## src/rtl/argmax_tm.sv

```systemverilog
// argmax_tm: time-multiplexed arg-max / arg-min over N operands using NCMP
// shared comparators. Each REDUCE cycle pairs the head of the candidate list,
// keeps the pair winners in order and appends the unpaired tail, until one
// candidate remains. The list always stays sorted by original index, so the
// first element of a pair wins ties and the lowest index wins overall.
module argmax_tm #(
   parameter int WIDTH = 8,
   parameter int N     = 10,
   parameter int NCMP  = 3,
   parameter int IDX_W = $clog2(N)
) (
   input  logic             clk,
   input  logic             reset,
   input  logic             in_valid,
   output logic             in_ready,
   input  logic [WIDTH-1:0] in_data [N],
   input  logic             in_min,
   input  logic             in_signed,
   output logic             out_valid,
   input  logic             out_ready,
   output logic [IDX_W-1:0] out_idx,
   output logic [WIDTH-1:0] out_val
);
   localparam int CNT_W = $clog2(N + 1);

   typedef enum logic [1:0] {IDLE, REDUCE, HOLD} state_t;

   generate
      if (N < 2 || NCMP < 1 || NCMP > N / 2) begin : g_bad_params
         $error("argmax_tm: need N >= 2 and 1 <= NCMP <= N/2");
      end
   endgenerate

   state_t             state_q, state_d;
   logic [WIDTH-1:0]   val_q [N];
   logic [WIDTH-1:0]   val_d [N];
   logic [IDX_W-1:0]   idx_q [N];
   logic [IDX_W-1:0]   idx_d [N];
   logic [CNT_W-1:0]   cnt_q, cnt_d;
   logic               min_q, min_d;
   logic               sgn_q, sgn_d;
   logic               out_valid_q, out_valid_d;
   logic [IDX_W-1:0]   out_idx_q, out_idx_d;
   logic [WIDTH-1:0]   out_val_q, out_val_d;

   // round datapath
   logic [CNT_W-1:0]   half, k, cnt_nxt;
   logic [IDX_W:0]     src;
   logic [WIDTH-1:0]   win_val [N];
   logic [IDX_W-1:0]   win_idx [N];
   logic [WIDTH-1:0]   nval [N];
   logic [IDX_W-1:0]   nidx [N];

   // True when a strictly beats b under the captured min/max and sign mode.
   function automatic logic beats(input logic [WIDTH-1:0] a, input logic [WIDTH-1:0] b,
                                  input logic mn, input logic sg);
      logic a_lt, b_lt;
      if (sg) begin
         a_lt = $signed(a) < $signed(b);
         b_lt = $signed(b) < $signed(a);
      end else begin
         a_lt = a < b;
         b_lt = b < a;
      end
      return mn ? a_lt : b_lt;
   endfunction

   // One reduction round: k pair compares, winners first, unpaired tail shifted down by k.
   always_comb begin
      half    = cnt_q >> 1;
      k       = (half < CNT_W'(NCMP)) ? half : CNT_W'(NCMP);
      cnt_nxt = cnt_q - k;
      src     = '0;
      for (int j = 0; j < N; j++) begin
         win_val[j] = val_q[j];
         win_idx[j] = idx_q[j];
      end
      for (int j = 0; j < NCMP; j++) begin
         if (beats(val_q[2*j+1], val_q[2*j], min_q, sgn_q)) begin
            win_val[j] = val_q[2*j+1];
            win_idx[j] = idx_q[2*j+1];
         end else begin
            win_val[j] = val_q[2*j];
            win_idx[j] = idx_q[2*j];
         end
      end
      for (int i = 0; i < N; i++) begin
         nval[i] = val_q[i];
         nidx[i] = idx_q[i];
         src     = (IDX_W+1)'(i) + (IDX_W+1)'(k);
         if (CNT_W'(i) < k) begin
            nval[i] = win_val[i];
            nidx[i] = win_idx[i];
         end else if (src < (IDX_W+1)'(N)) begin
            nval[i] = val_q[src[IDX_W-1:0]];
            nidx[i] = idx_q[src[IDX_W-1:0]];
         end
      end
   end

   // FSM next state: capture on accept, reduce each cycle, hold result until taken.
   always_comb begin
      state_d     = state_q;
      val_d       = val_q;
      idx_d       = idx_q;
      cnt_d       = cnt_q;
      min_d       = min_q;
      sgn_d       = sgn_q;
      out_valid_d = out_valid_q;
      out_idx_d   = out_idx_q;
      out_val_d   = out_val_q;
      case (state_q)
         IDLE: begin
            if (in_valid) begin
               state_d = REDUCE;
               val_d   = in_data;
               for (int i = 0; i < N; i++) idx_d[i] = IDX_W'(i);
               cnt_d   = CNT_W'(N);
               min_d   = in_min;
               sgn_d   = in_signed;
            end
         end
         REDUCE: begin
            val_d = nval;
            idx_d = nidx;
            cnt_d = cnt_nxt;
            if (cnt_nxt == CNT_W'(1)) begin
               state_d     = HOLD;
               out_valid_d = 1'b1;
               out_idx_d   = nidx[0];
               out_val_d   = nval[0];
            end
         end
         HOLD: begin
            if (out_ready) begin
               state_d     = IDLE;
               out_valid_d = 1'b0;
            end
         end
         default: state_d = IDLE;
      endcase
   end

   // Control and result registers; reset discards any transaction in flight.
   always_ff @(posedge clk) begin
      if (reset) begin
         state_q     <= IDLE;
         cnt_q       <= '0;
         min_q       <= 1'b0;
         sgn_q       <= 1'b0;
         out_valid_q <= 1'b0;
         out_idx_q   <= '0;
         out_val_q   <= '0;
      end else begin
         state_q     <= state_d;
         cnt_q       <= cnt_d;
         min_q       <= min_d;
         sgn_q       <= sgn_d;
         out_valid_q <= out_valid_d;
         out_idx_q   <= out_idx_d;
         out_val_q   <= out_val_d;
      end
   end

   // Candidate list storage; contents are only meaningful after a capture.
   always_ff @(posedge clk) begin
      val_q <= val_d;
      idx_q <= idx_d;
   end

   // in_ready is held low while reset is asserted and rises as soon as it drops.
   assign in_ready  = (state_q == IDLE) && !reset;
   assign out_valid = out_valid_q;
   assign out_idx   = out_idx_q;
   assign out_val   = out_val_q;
endmodule
```

## config.mk

```make
export PLATFORM = sky130hd
export DESIGN_NAME = argmax_tm
export DESIGN_NICKNAME = d
export VERILOG_FILES = /design/src/rtl/argmax_tm.sv
export SDC_FILE = /design/constraint.sdc
export NUM_CORES = 1
export LEC_CHECK = 0
export CAP_MARGIN = 20
export CORE_MARGIN = 5
export CORE_UTILIZATION = 55
export DETAILED_ROUTE_END_ITERATION = 16
export GPL_ROUTABILITY_DRIVEN = 0
export PLACE_DENSITY = 0.82
export SYNTH_ARGS = -nofsm -noshare
export SYNTH_HDL_FRONTEND = slang
export SYNTH_SLANG_ARGS = --single-unit
```

## constraint.sdc

```tcl
create_clock -name clk -period 6.2 [get_ports clk]
set_input_delay 0.93 -clock clk [delete_from_list [all_inputs] [get_ports clk]]
set_output_delay 0.93 -clock clk [all_outputs]
set_load 0.005 [all_outputs]
```

==> run metrics <==
Final nets 1259; first-pass GRT wire length ~52 mm; CTS buffer count 17; asr flop ratio synth 0%; post-route ant nets 0; Area contributors post-synth edfxtp_1, mux4_2, ha_1; Slew @ Worst Pin roughly 1100 ps; final setup skew 12.1 ps; row count 50; status completed; critical path class reg -> reg; Post-synth EDFFs 120; area of the mapped netlist approximately 0.010 mm^2; critical path capture point type flop; drt pass-1 iters 8; crit-path max FO 35; sequential share of the synthesized area 38.6%; DR iter-0 viols around 1600; r2r setup slk 1700 ps; Pins Over Slew Limit 0; Clk pin slew, worst setup/hold paths around 60 ps; final period utilization between 70 and 80%; GR Util All Layers 30.5%; CTS resizes 0; GR Overflow Total 0; setup bufs post-CTS 0; slew margin rel. 24.1%; final worst path period need 4500 ps; clock sink count 141; Initial Util 55.7%; RSZ-0062 raised after global routing no; post-synthesis sequential element count 141; P per Cell Area 391 mW/mm^2; endpoints failing setup 0; root buf cell clkbuf_16; Final Hold Viols 0; multi-input logic area 0.00585 mm^2; Fmax achieved 0.222 GHz; Worst Path Arrival 4670 ps; buffer levels on the longest clock path 2; Mean Syn Cell Area 9.77 um^2; Hold WC Path Type reg -> reg; Mapped Cells 1067; largest net degree at the start of global routing 77; Main synth FF type edfxtp_1; Yosys cell types 60; Skew-Pair Late Insertion Delay approximately 430 ps; Setup TNS 0 ps; Synth top area share 34.6%; vias 9571; top-count cell post-synth nand2_1; die height roughly 150 um; WL/cell about 25 um; Yosys top cell by area edfxtp_1; final wirelength 33.7 mm; Area Overhead vs Synth 15.8%; initial antenna violation count 0; Max Cap Viol 0; Port Buffer Count between 90 and 100; CTS H-Tree Depth 4; hold slack roughly 480 ps; layout cells sized above 1 10.8%; DRC viols 0; vias in the first global route about 9200; CTS tree built; synth warn 0; VDD IR-drop max ~0.28 mV; FF/Latch Area 0.00402 mm^2; syn_nets 1206; CP startpoint kind flop; num ports 100; vias per cell 7.01; P_leak 4.70 nW; fill count 1440; dpl hpwl 23.2 mm; diodes inserted 0; core area 0.0187 mm^2; cts hold-fix bufs 0; Die X 148 um; die area 0.0218 mm^2; Req. time, crit path 6370 ps; Util after Layout 64.5%; synth cell count leaders nand2_1, edfxtp_1, nor2_1, o21ai_0, mux2i_1
-- worst max-delay path, cell delays in order (launching register included) --
cell and delay (ps):
dfxtp_1 900, nor2_1 80, buf_4 250, clkinv_1 60, buf_4 390, ha_1 320
buf_4 310, inv_1 830, mux4_2 460, nand2_1 90, o21ai_0 130, a221oi_1 320
nor2_1 100
-- report_power, final --
| group | switching, mW | total, mW | internal (mW) |
|---|---|---|---|
| Sequential | 0.333 | 1.64 | 1.31 |
| Combinational | 1.21 | 2.07 | 0.859 |
| Clock | 0.424 | 1.02 | 0.592 |
-- registers in the layout (all words and copies together), names as in the netlist --
| name | cells |
|---|---|
| val_q | 80 |
| idx_q | 40 |
| out_val | 8 |
| cnt_q | 4 |
| out_idx | 4 |
| state_q | 2 |
| min_q | 1 |
| out_valid | 1 |
| sgn_q | 1 |
-- cell usage in the layout, fill, tap and decap left out, types with 8 or more instances in the layout --
cell / n
a211oi_1: 10
a21o_1: 12
a21oi_1: 44
a221oi_1: 13
a22oi_1: 10
a311oi_1: 8
a31oi_1: 19
buf_4: 15
clkbuf_16: 17
clkdlybuf4s50_1: 99
dfxtp_1: 21
edfxtp_1: 120
ha_1: 53
inv_1: 60
mux2_2: 8
mux2i_1: 63
mux4_2: 50
nand2_1: 161
nand3_1: 10
nand4_1: 20
nor2_1: 98
nor3_1: 11
o211ai_1: 31
o21ai_0: 66
o31ai_1: 14
-- layer usage --
metal / track usage [%] / part of all wire (%)
met3: 7.60 / 13
met2: 48.0 / 46
met5: 0 / 0
met1: 39.0 / 35
met4: 16.1 / 5.9
-- final cells by class --
class	instances	area share, %
clock buffer	18	3.55
clock inverter	13	1.17
inverter	62	1.93
multi-input combinational	783	48.4
sequential	141	33.3
tap	234	2.42
timing repair buffer	115	9.18
-- through the flow --
stage / instance area [um^2] / setup WS, ps / power, mW / std cells
finish: 12100 / 1700 / 4.72 / 1366
global route: 12100 / 1540 / 4.91 / 1366
CTS: 12100 / 1870 / 4.62 / 1363
detailed placement: 11500 / 1900 / 3.60 / 1332
global placement: 11500 / 1980 / 3.53 / 1332
floorplan: 10400 / 2420 / 2.97 / 1067
-- logic make-up after synthesis --
family | Yosys count | synth area share (%)
compound gates | 264 | 17.3
fa+ha+maj | 53 | 6.36
buf+inv | 143 | 5.53
flops | 141 | 38.6
mux | 121 | 17.7
other cells | 2 | 0.0720
simple gates | 343 | 14.4
-- final timing paths --
| check | from | to | cells past startpoint |
|---|---|---|---|
| max | cnt_q[2] | val_q[38] | 12 |
| min | out_valid | out_valid | 2 |
| max reg2reg | cnt_q[2] | val_q[38] | 12 |
| min reg2reg | out_valid | out_valid | 2 |
Power figures use the tool's default switching activity.
